`config.mk`:
```
export PLATFORM = sky130hd
export DESIGN_NAME = float_mul_seq
export DESIGN_NICKNAME = d
export VERILOG_FILES = /design/src/rtl/float_mul_seq.sv
export SDC_FILE = /design/constraint.sdc
export NUM_CORES = 1
export LEC_CHECK = 0
export ABC_AREA = 1
export BUFFER_PORTS_ARGS = -buffer_cell sky130_fd_sc_hd__buf_2
export CORE_ASPECT_RATIO = 2
export CORE_MARGIN = 2
export CORE_UTILIZATION = 55
export DETAILED_ROUTE_END_ITERATION = 7
export PLACE_DENSITY = 0.86
export SYNTH_ARGS = -nofsm -noshare
export SYNTH_HDL_FRONTEND = slang
export SYNTH_SLANG_ARGS = --single-unit
export TNS_END_PERCENT = 100
```
`constraint.sdc`:
```
create_clock -name clk -period 5.5 [get_ports clk]
set_input_delay 0.825 -clock clk [delete_from_list [all_inputs] [get_ports clk]]
set_output_delay 0.825 -clock clk [all_outputs]
set_load 0.01 [all_outputs]
```
`src/rtl/float_mul_seq.sv`:
```
// ============================================================================
//  Module   : float_mul_seq
//  Purpose  : Multi-cycle IEEE-754 single-precision multiplier with a
//             radix-2 shift-add significand datapath and valid/ready
//             handshakes on both sides.
//  Option   : FMUL_ROUND_NEAREST_EN selects round-to-nearest-even. When the
//             macro is not defined, the result is truncated.
//  Revision : 1.0  initial release
// ============================================================================
`default_nettype none

module float_mul_seq #(
  parameter int XLEN  = 32,
  parameter int EXP_W = 8,
  parameter int MAN_W = 23
) (
  input  logic            clk,
  input  logic            rst,
  input  logic            in_valid,
  output logic            in_ready,
  input  logic [XLEN-1:0] A,
  input  logic [XLEN-1:0] B,
  output logic            out_valid,
  input  logic            out_ready,
  output logic [XLEN-1:0] result,
  output logic            overflow,
  output logic            underflow,
  output logic            exception
);

  localparam int SIG_W  = MAN_W + 1;
  localparam int PROD_W = 2 * SIG_W;
  localparam int EXPS_W = EXP_W + 2;
  localparam int CNT_W  = 5;

  localparam logic signed [EXPS_W-1:0] c_BIAS     = EXPS_W'((1 << (EXP_W - 1)) - 1);
  localparam logic signed [EXPS_W-1:0] c_EXP_INF  = EXPS_W'((1 << EXP_W) - 1);
  localparam logic signed [EXPS_W-1:0] c_EXP_ZERO = '0;
  localparam logic signed [EXPS_W-1:0] c_EXP_ONE  = EXPS_W'(1);
  localparam logic [CNT_W-1:0]         c_CNT_LAST = CNT_W'(SIG_W - 1);
  localparam logic [XLEN-1:0]          c_QNAN     = {1'b0, {EXP_W{1'b1}}, 1'b1, {(MAN_W-1){1'b0}}};

  localparam logic [2:0] S_IDLE  = 3'd0;
  localparam logic [2:0] S_MUL   = 3'd1;
  localparam logic [2:0] S_NORM  = 3'd2;
  localparam logic [2:0] S_ROUND = 3'd3;
  localparam logic [2:0] S_DONE  = 3'd4;

  localparam logic [1:0] SP_NONE = 2'd0;
  localparam logic [1:0] SP_ZERO = 2'd1;
  localparam logic [1:0] SP_INF  = 2'd2;
  localparam logic [1:0] SP_NAN  = 2'd3;

  logic [2:0]               state_q, state_d;
  logic                     sign_q, sign_d;
  logic signed [EXPS_W-1:0] exp_q, exp_d;
  logic [1:0]               spec_q, spec_d;
  logic [PROD_W-1:0]        mcand_q, mcand_d;
  logic [SIG_W-1:0]         mplier_q, mplier_d;
  logic [PROD_W-1:0]        acc_q, acc_d;
  logic [CNT_W-1:0]         cnt_q, cnt_d;
  logic [XLEN-1:0]          result_q, result_d;
  logic                     ovf_q, ovf_d;
  logic                     unf_q, unf_d;
  logic                     exc_q, exc_d;

  // ---------------- operand unpack and classification ----------------
  logic [EXP_W-1:0]         w_ea, w_eb;
  logic [MAN_W-1:0]         w_fa, w_fb;
  logic                     w_a_zero, w_b_zero, w_a_inf, w_b_inf, w_a_nan, w_b_nan;
  logic [SIG_W-1:0]         w_siga, w_sigb;
  logic signed [EXPS_W-1:0] w_exp_sum;
  logic [1:0]               w_spec;

  assign w_ea      = A[XLEN-2 -: EXP_W];
  assign w_eb      = B[XLEN-2 -: EXP_W];
  assign w_fa      = A[MAN_W-1:0];
  assign w_fb      = B[MAN_W-1:0];
  // Denormals are flushed: any exponent-0 operand counts as zero.
  assign w_a_zero  = (w_ea == '0);
  assign w_b_zero  = (w_eb == '0);
  assign w_a_inf   = (w_ea == '1) && (w_fa == '0);
  assign w_b_inf   = (w_eb == '1) && (w_fb == '0);
  assign w_a_nan   = (w_ea == '1) && (w_fa != '0);
  assign w_b_nan   = (w_eb == '1) && (w_fb != '0);
  assign w_siga    = w_a_zero ? '0 : {1'b1, w_fa};
  assign w_sigb    = w_b_zero ? '0 : {1'b1, w_fb};
  assign w_exp_sum = $signed({2'b00, w_ea}) + $signed({2'b00, w_eb}) - c_BIAS;

  always_comb begin
    w_spec = SP_NONE;
    if (w_a_nan || w_b_nan || (w_a_inf && w_b_zero) || (w_b_inf && w_a_zero))
      w_spec = SP_NAN;
    else if (w_a_inf || w_b_inf)
      w_spec = SP_INF;
    else if (w_a_zero || w_b_zero)
      w_spec = SP_ZERO;
  end

  // ---------------- rounding and packing ----------------
  logic [SIG_W-1:0]         w_sig;
  logic                     w_inc;
  logic [SIG_W:0]           w_sum;
  logic                     w_carry;
  logic [MAN_W-1:0]         w_frac;
  logic signed [EXPS_W-1:0] w_exp_r;
  logic [XLEN-1:0]          w_res;
  logic                     w_ovf, w_unf, w_exc;

  assign w_sig = acc_q[PROD_W-2 -: SIG_W];

`ifdef FMUL_ROUND_NEAREST_EN
  logic w_guard;
  logic w_sticky;
  assign w_guard  = acc_q[PROD_W-2-SIG_W];
  assign w_sticky = |acc_q[PROD_W-3-SIG_W:0];
  assign w_inc    = w_guard && (w_sticky || w_sig[0]);
`else
  assign w_inc    = 1'b0;
`endif

  assign w_sum   = {1'b0, w_sig} + {{SIG_W{1'b0}}, w_inc};
  assign w_carry = w_sum[SIG_W];
  assign w_frac  = w_carry ? w_sum[SIG_W-1:1] : w_sum[MAN_W-1:0];
  assign w_exp_r = w_carry ? (exp_q + c_EXP_ONE) : exp_q;

  always_comb begin
    w_res = '0;
    w_ovf = 1'b0;
    w_unf = 1'b0;
    w_exc = 1'b0;
    case (spec_q)
      SP_NAN: begin
        w_res = c_QNAN;
        w_exc = 1'b1;
      end
      SP_INF:  w_res = {sign_q, {EXP_W{1'b1}}, {MAN_W{1'b0}}};
      SP_ZERO: w_res = {sign_q, {(XLEN-1){1'b0}}};
      default: begin
        if (w_exp_r >= c_EXP_INF) begin
          w_ovf = 1'b1;
          w_res = {sign_q, {EXP_W{1'b1}}, {MAN_W{1'b0}}};
        end else if (w_exp_r <= c_EXP_ZERO) begin
          w_unf = 1'b1;
          w_res = {sign_q, {(XLEN-1){1'b0}}};
        end else begin
          w_res = {sign_q, w_exp_r[EXP_W-1:0], w_frac};
        end
      end
    endcase
  end

  // ---------------- FSM: state register ----------------
  always_ff @(posedge clk or posedge rst) begin
    if (rst) state_q <= S_IDLE;
    else     state_q <= state_d;
  end

  // ---------------- FSM: next state ----------------
  always_comb begin
    state_d = state_q;
    case (state_q)
      S_IDLE:  if (in_valid) state_d = S_MUL;
      S_MUL:   if (cnt_q == c_CNT_LAST) state_d = S_NORM;
      S_NORM:  state_d = S_ROUND;
      S_ROUND: state_d = S_DONE;
      S_DONE:  if (out_ready) state_d = S_IDLE;
      default: state_d = S_IDLE;
    endcase
  end

  // ---------------- FSM: outputs ----------------
  always_comb begin
    in_ready  = (state_q == S_IDLE);
    out_valid = (state_q == S_DONE);
  end

  // ---------------- datapath next state ----------------
  always_comb begin
    sign_d   = sign_q;
    exp_d    = exp_q;
    spec_d   = spec_q;
    mcand_d  = mcand_q;
    mplier_d = mplier_q;
    acc_d    = acc_q;
    cnt_d    = cnt_q;
    result_d = result_q;
    ovf_d    = ovf_q;
    unf_d    = unf_q;
    exc_d    = exc_q;
    case (state_q)
      S_IDLE: begin
        if (in_valid) begin
          sign_d   = A[XLEN-1] ^ B[XLEN-1];
          exp_d    = w_exp_sum;
          spec_d   = w_spec;
          mcand_d  = {{SIG_W{1'b0}}, w_siga};
          mplier_d = w_sigb;
          acc_d    = '0;
          cnt_d    = '0;
        end
      end
      S_MUL: begin
        if (mplier_q[0]) acc_d = acc_q + mcand_q;
        mcand_d  = mcand_q << 1;
        mplier_d = mplier_q >> 1;
        cnt_d    = cnt_q + 1'b1;
      end
      S_NORM: begin
        // Shifted-out LSB is folded into bit 0 so it still reaches the sticky bit.
        if (acc_q[PROD_W-1]) begin
          acc_d    = {1'b0, acc_q[PROD_W-1:1]};
          acc_d[0] = acc_q[1] | acc_q[0];
          exp_d    = exp_q + c_EXP_ONE;
        end
      end
      S_ROUND: begin
        result_d = w_res;
        ovf_d    = w_ovf;
        unf_d    = w_unf;
        exc_d    = w_exc;
      end
      default: ;
    endcase
  end

  always_ff @(posedge clk or posedge rst) begin
    if (rst) begin
      sign_q   <= 1'b0;
      exp_q    <= '0;
      spec_q   <= SP_NONE;
      mcand_q  <= '0;
      mplier_q <= '0;
      acc_q    <= '0;
      cnt_q    <= '0;
      result_q <= '0;
      ovf_q    <= 1'b0;
      unf_q    <= 1'b0;
      exc_q    <= 1'b0;
    end else begin
      sign_q   <= sign_d;
      exp_q    <= exp_d;
      spec_q   <= spec_d;
      mcand_q  <= mcand_d;
      mplier_q <= mplier_d;
      acc_q    <= acc_d;
      cnt_q    <= cnt_d;
      result_q <= result_d;
      ovf_q    <= ovf_d;
      unf_q    <= unf_d;
      exc_q    <= exc_d;
    end
  end

  assign result    = result_q;
  assign overflow  = ovf_q;
  assign underflow = unf_q;
  assign exception = exc_q;

endmodule

`default_nettype wire
```
==> metrics.yaml <==
hold_path:
  hp-class: "flip-flop to flip-flop"
  worstHoldStart: "result[4]"
  min_to: "result[4]"
  hold_depth: 2
sta:
  max_freq_mhz: 337.8
  period_minus_slack_ns: 2.960
  final-max-slew-violation-count: 0
  hold_viol: 0
  finalCritPeriodShare_pct: 53.82
  layout_setup_ws_ns: 2.540
  worst_clock_skew_ns: 0.01433
  relSlewSlack_pct: 35.09
  timing.setup.tns_ns: 0
  setup_viol: 0
  tightest_slew_ns: 0.9736
  rsz0062_at_grt: "false"
yosys:
  syn_area_sq_um: 12330
  yosys_warnings: 0
  synth_top_area_share_pct: 35.71
  synth_top_cell_by_area: "dfrtp_1"
  ys_ff_latch: 176
  yosys-top-cells-area: "dfrtp_1, nand2_1, inv_1"
  synth.yosys.seq_area_share_pct: 35.71
  syn-num-nets: 1997
  avgSynthCellArea_sq_um: 6.624
  synthCells: 1862
  yosysUniqueCellTypes: 43
power:
  ir_worst_vdd_uv: 699.8
  p_per_area_nw_per_um2: 675.4
  total_leakage_power_nw: 7.429
cts:
  cts_resized: 0
  cts-buffers-inserted: 17
  htree_levels: 4
  post_cts_buffers: 0
  ctsHoldBuffers: 0
  cts_root_buf: "clkbuf_16"
  clock_path_buffers: 2
  clk_pin_slew_worst_paths_ns: 0.08
  cts_tree: "done"
  clock_sinks: 176
  insertion_delay_ns: 0.47
final_layout:
  final_area_sq_um: 13680
  multi_input_area_sq_um: 6446
  fillers: 2015
  area_growth_pct: 10.93
  n_antenna_cell: 0
  drive_gt1_share_pct: 8.738
  nNetsFinal: 2079
  regArea_sq_um: 4404
job:
  drv_cap: 0
placement:
  hpwl_um: 28940
  dpl_worst_slack_ns: 2.578
  port_buffers: 104
  post_dp_cell_area_sq_um: 13070
  gp_congestion: 1.085
status:
  status: "finished clean"
die:
  placementRows: 77
  pin_count: 105
  core_area_sq_um: 22060
  die_w_um: 109.9
  dieArea_sq_um: 23710
  initial_utilization_pct: 55.91
  die_h_um: 215.8
setup_path:
  cp-start-kind: "flip-flop"
  worstReg2RegEnd: "acc_q[17]"
  worstPathRequired_ns: 5.88
  path_class: "flip-flop to flip-flop"
  crit_arrival_ns: 3.34
  critical-path-slowest-cell: "inv_2"
  regToRegStartpoint: "state_q[1]"
  path_delay_family: "buffers and inverters"
  endpoint_kind: "flip-flop"
  critical_path.cell_chain: "inv_2 > nand3_2 > buf_4 > o211ai_2 > a21oi_4 > inv_2 > a21oi_1 > a21oi_1"
  cp_max_fo: 44
  ff2ff_setup_slack_ns: 2.54
  rr_worst_depth: 8
  max_stage_delay_ns: 0.68
  path_buf_inv: 3
routing:
  via_per_inst: 5.614
  drt_iter0_drc: 727
  drtPass1Iterations: 7
  drc: 0
  vias: 12540
  avgRoutedWirePerCell_um: 17.19
  drt_wl_total_um: 38390
  ant_nets: 0
grt:
  busiest_layer: "met2"
  grt_usage_pct: 34.00
  grt_use_met2_pct: 60.96
  antenna_found_initial: 0
  grt_pass1_wl_um: 61290
  grtUsageMet3_pct: 3.957
  gr-total-overflow: 0
  use_met1_pct: 32.98
  grt_start_max_net_pins: 177
  grt_pass1_vias: 12440
## worst max-delay path by stage
stage | to | start | cells after the start | slack (ns)
6_report | acc_q[17] | state_q[1] | 8 | 2.54
4_1_cts | acc_q[17] | state_q[1] | 8 | 2.62
3_5_place_dp | mcand_q[16] | A[23] | 7 | 2.58
2_1_floorplan | acc_q[0] | rst | 1 | 2.42
3_3_place_gp | mcand_q[23] | A[30] | 7 | 2.65
5_1_grt | acc_q[24] | state_q[1] | 8 | 2.42
## state kept, by name, summed over array words and instances (netlist names), 2 cells and up
register,flops
cnt_q,5
spec_q,2
mplier_q,24
acc_q,48
state_q,3
mcand_q,48
result,32
exp_q,10
## worst min-delay path, delay by kind of cell, from the launching register on
family           cells  cell delay, ns
flip-flops           1            0.34
AND/OR/NAND/NOR      2            0.10
## cells in the final DEF, fill, tap and decap left out, drive strengths merged, types with 5 or more instances in the layout
| cell type | n |
|---|---|
| o221ai | 13 |
| inv | 348 |
| nand4 | 29 |
| o21bai | 5 |
| buf | 112 |
| o211ai | 34 |
| nand3 | 116 |
| nor3 | 11 |
| xor2 | 6 |
| dfrtp | 176 |
| nand2 | 589 |
| a21oi | 134 |
| clkbuf | 17 |
| a31oi | 14 |
| ha | 65 |
| or2 | 8 |
| clkinv | 7 |
| o21ai | 46 |
| o22ai | 33 |
| nor2 | 166 |
| nor4 | 5 |
## layer usage
layer	part of all wire, %	vias up
met5	0	-
met4	9.7	0
met3	3.7	192
met2	53	426
met1	34	5811
li1	-	6108
## stage by stage
| step | std cells | hold WS (ns) | util, % | power [mW] |
|---|---|---|---|---|
| floorplan | 1862 | 0.4468 | - | 6.303 |
| global placement | 2201 | 0.4579 | 59.25 | 7.693 |
| detailed placement | 2201 | 0.4607 | 59.25 | 7.870 |
| CTS | 2233 | 0.4807 | 62.01 | 9.155 |
| global route | 2233 | 0.5048 | 62.01 | 10.02 |
| finish | 2233 | 0.4780 | 62.01 | 9.241 |
## cells in the mapped netlist (all sizes together)
library cell and n:
a32o 1, ha 65, or2 8, xnor2 3, o21a 1, nand2 589, a31oi 14, and3 2
o31ai 1, nor4 5, nor2 166, clkinv 1, a21oi 134, clkbuf 24, nand3b 4, a22oi 4
buf 25, nor3 11, o21bai 5, a21boi 1, o221ai 13, o22ai 33, inv 340, nand3 116
o211ai 34, nand4 29, xor2 6, fa 2, a22o 1, o21ai 46, dfrtp 176, and2 2
## report_power, final
part / internal, mW / switching (mW) / total (mW) / leakage, nW
combinational: 1.76 / 3.80 / 5.56 / 4.92
clock: 0.619 / 0.629 / 1.25 / 0.296
sequential: 1.92 / 0.512 / 2.44 / 2.21
total: 4.30 / 4.94 / 9.24 / 7.43
## cell type report
cell class	count	share of cell area, %
timing repair buffer	112	4.335
clock inverter	15	1.344
multi-input combinational	1296	47.11
tap	276	2.524
sequential	176	32.19
clock buffer	17	3.109
inverter	341	9.383
## cells by family after synthesis
family | after synthesis | synth area share, %
AO/OA/AOI/OAI | 288 | 13.63
flip-flops | 176 | 35.71
XOR/XNOR | 9 | 0.6391
AND/OR/NAND/NOR | 932 | 30.95
adder cells (fa/ha/maj) | 67 | 6.918
buffers and inverters | 390 | 12.15
Power figures use the tool's default switching activity.
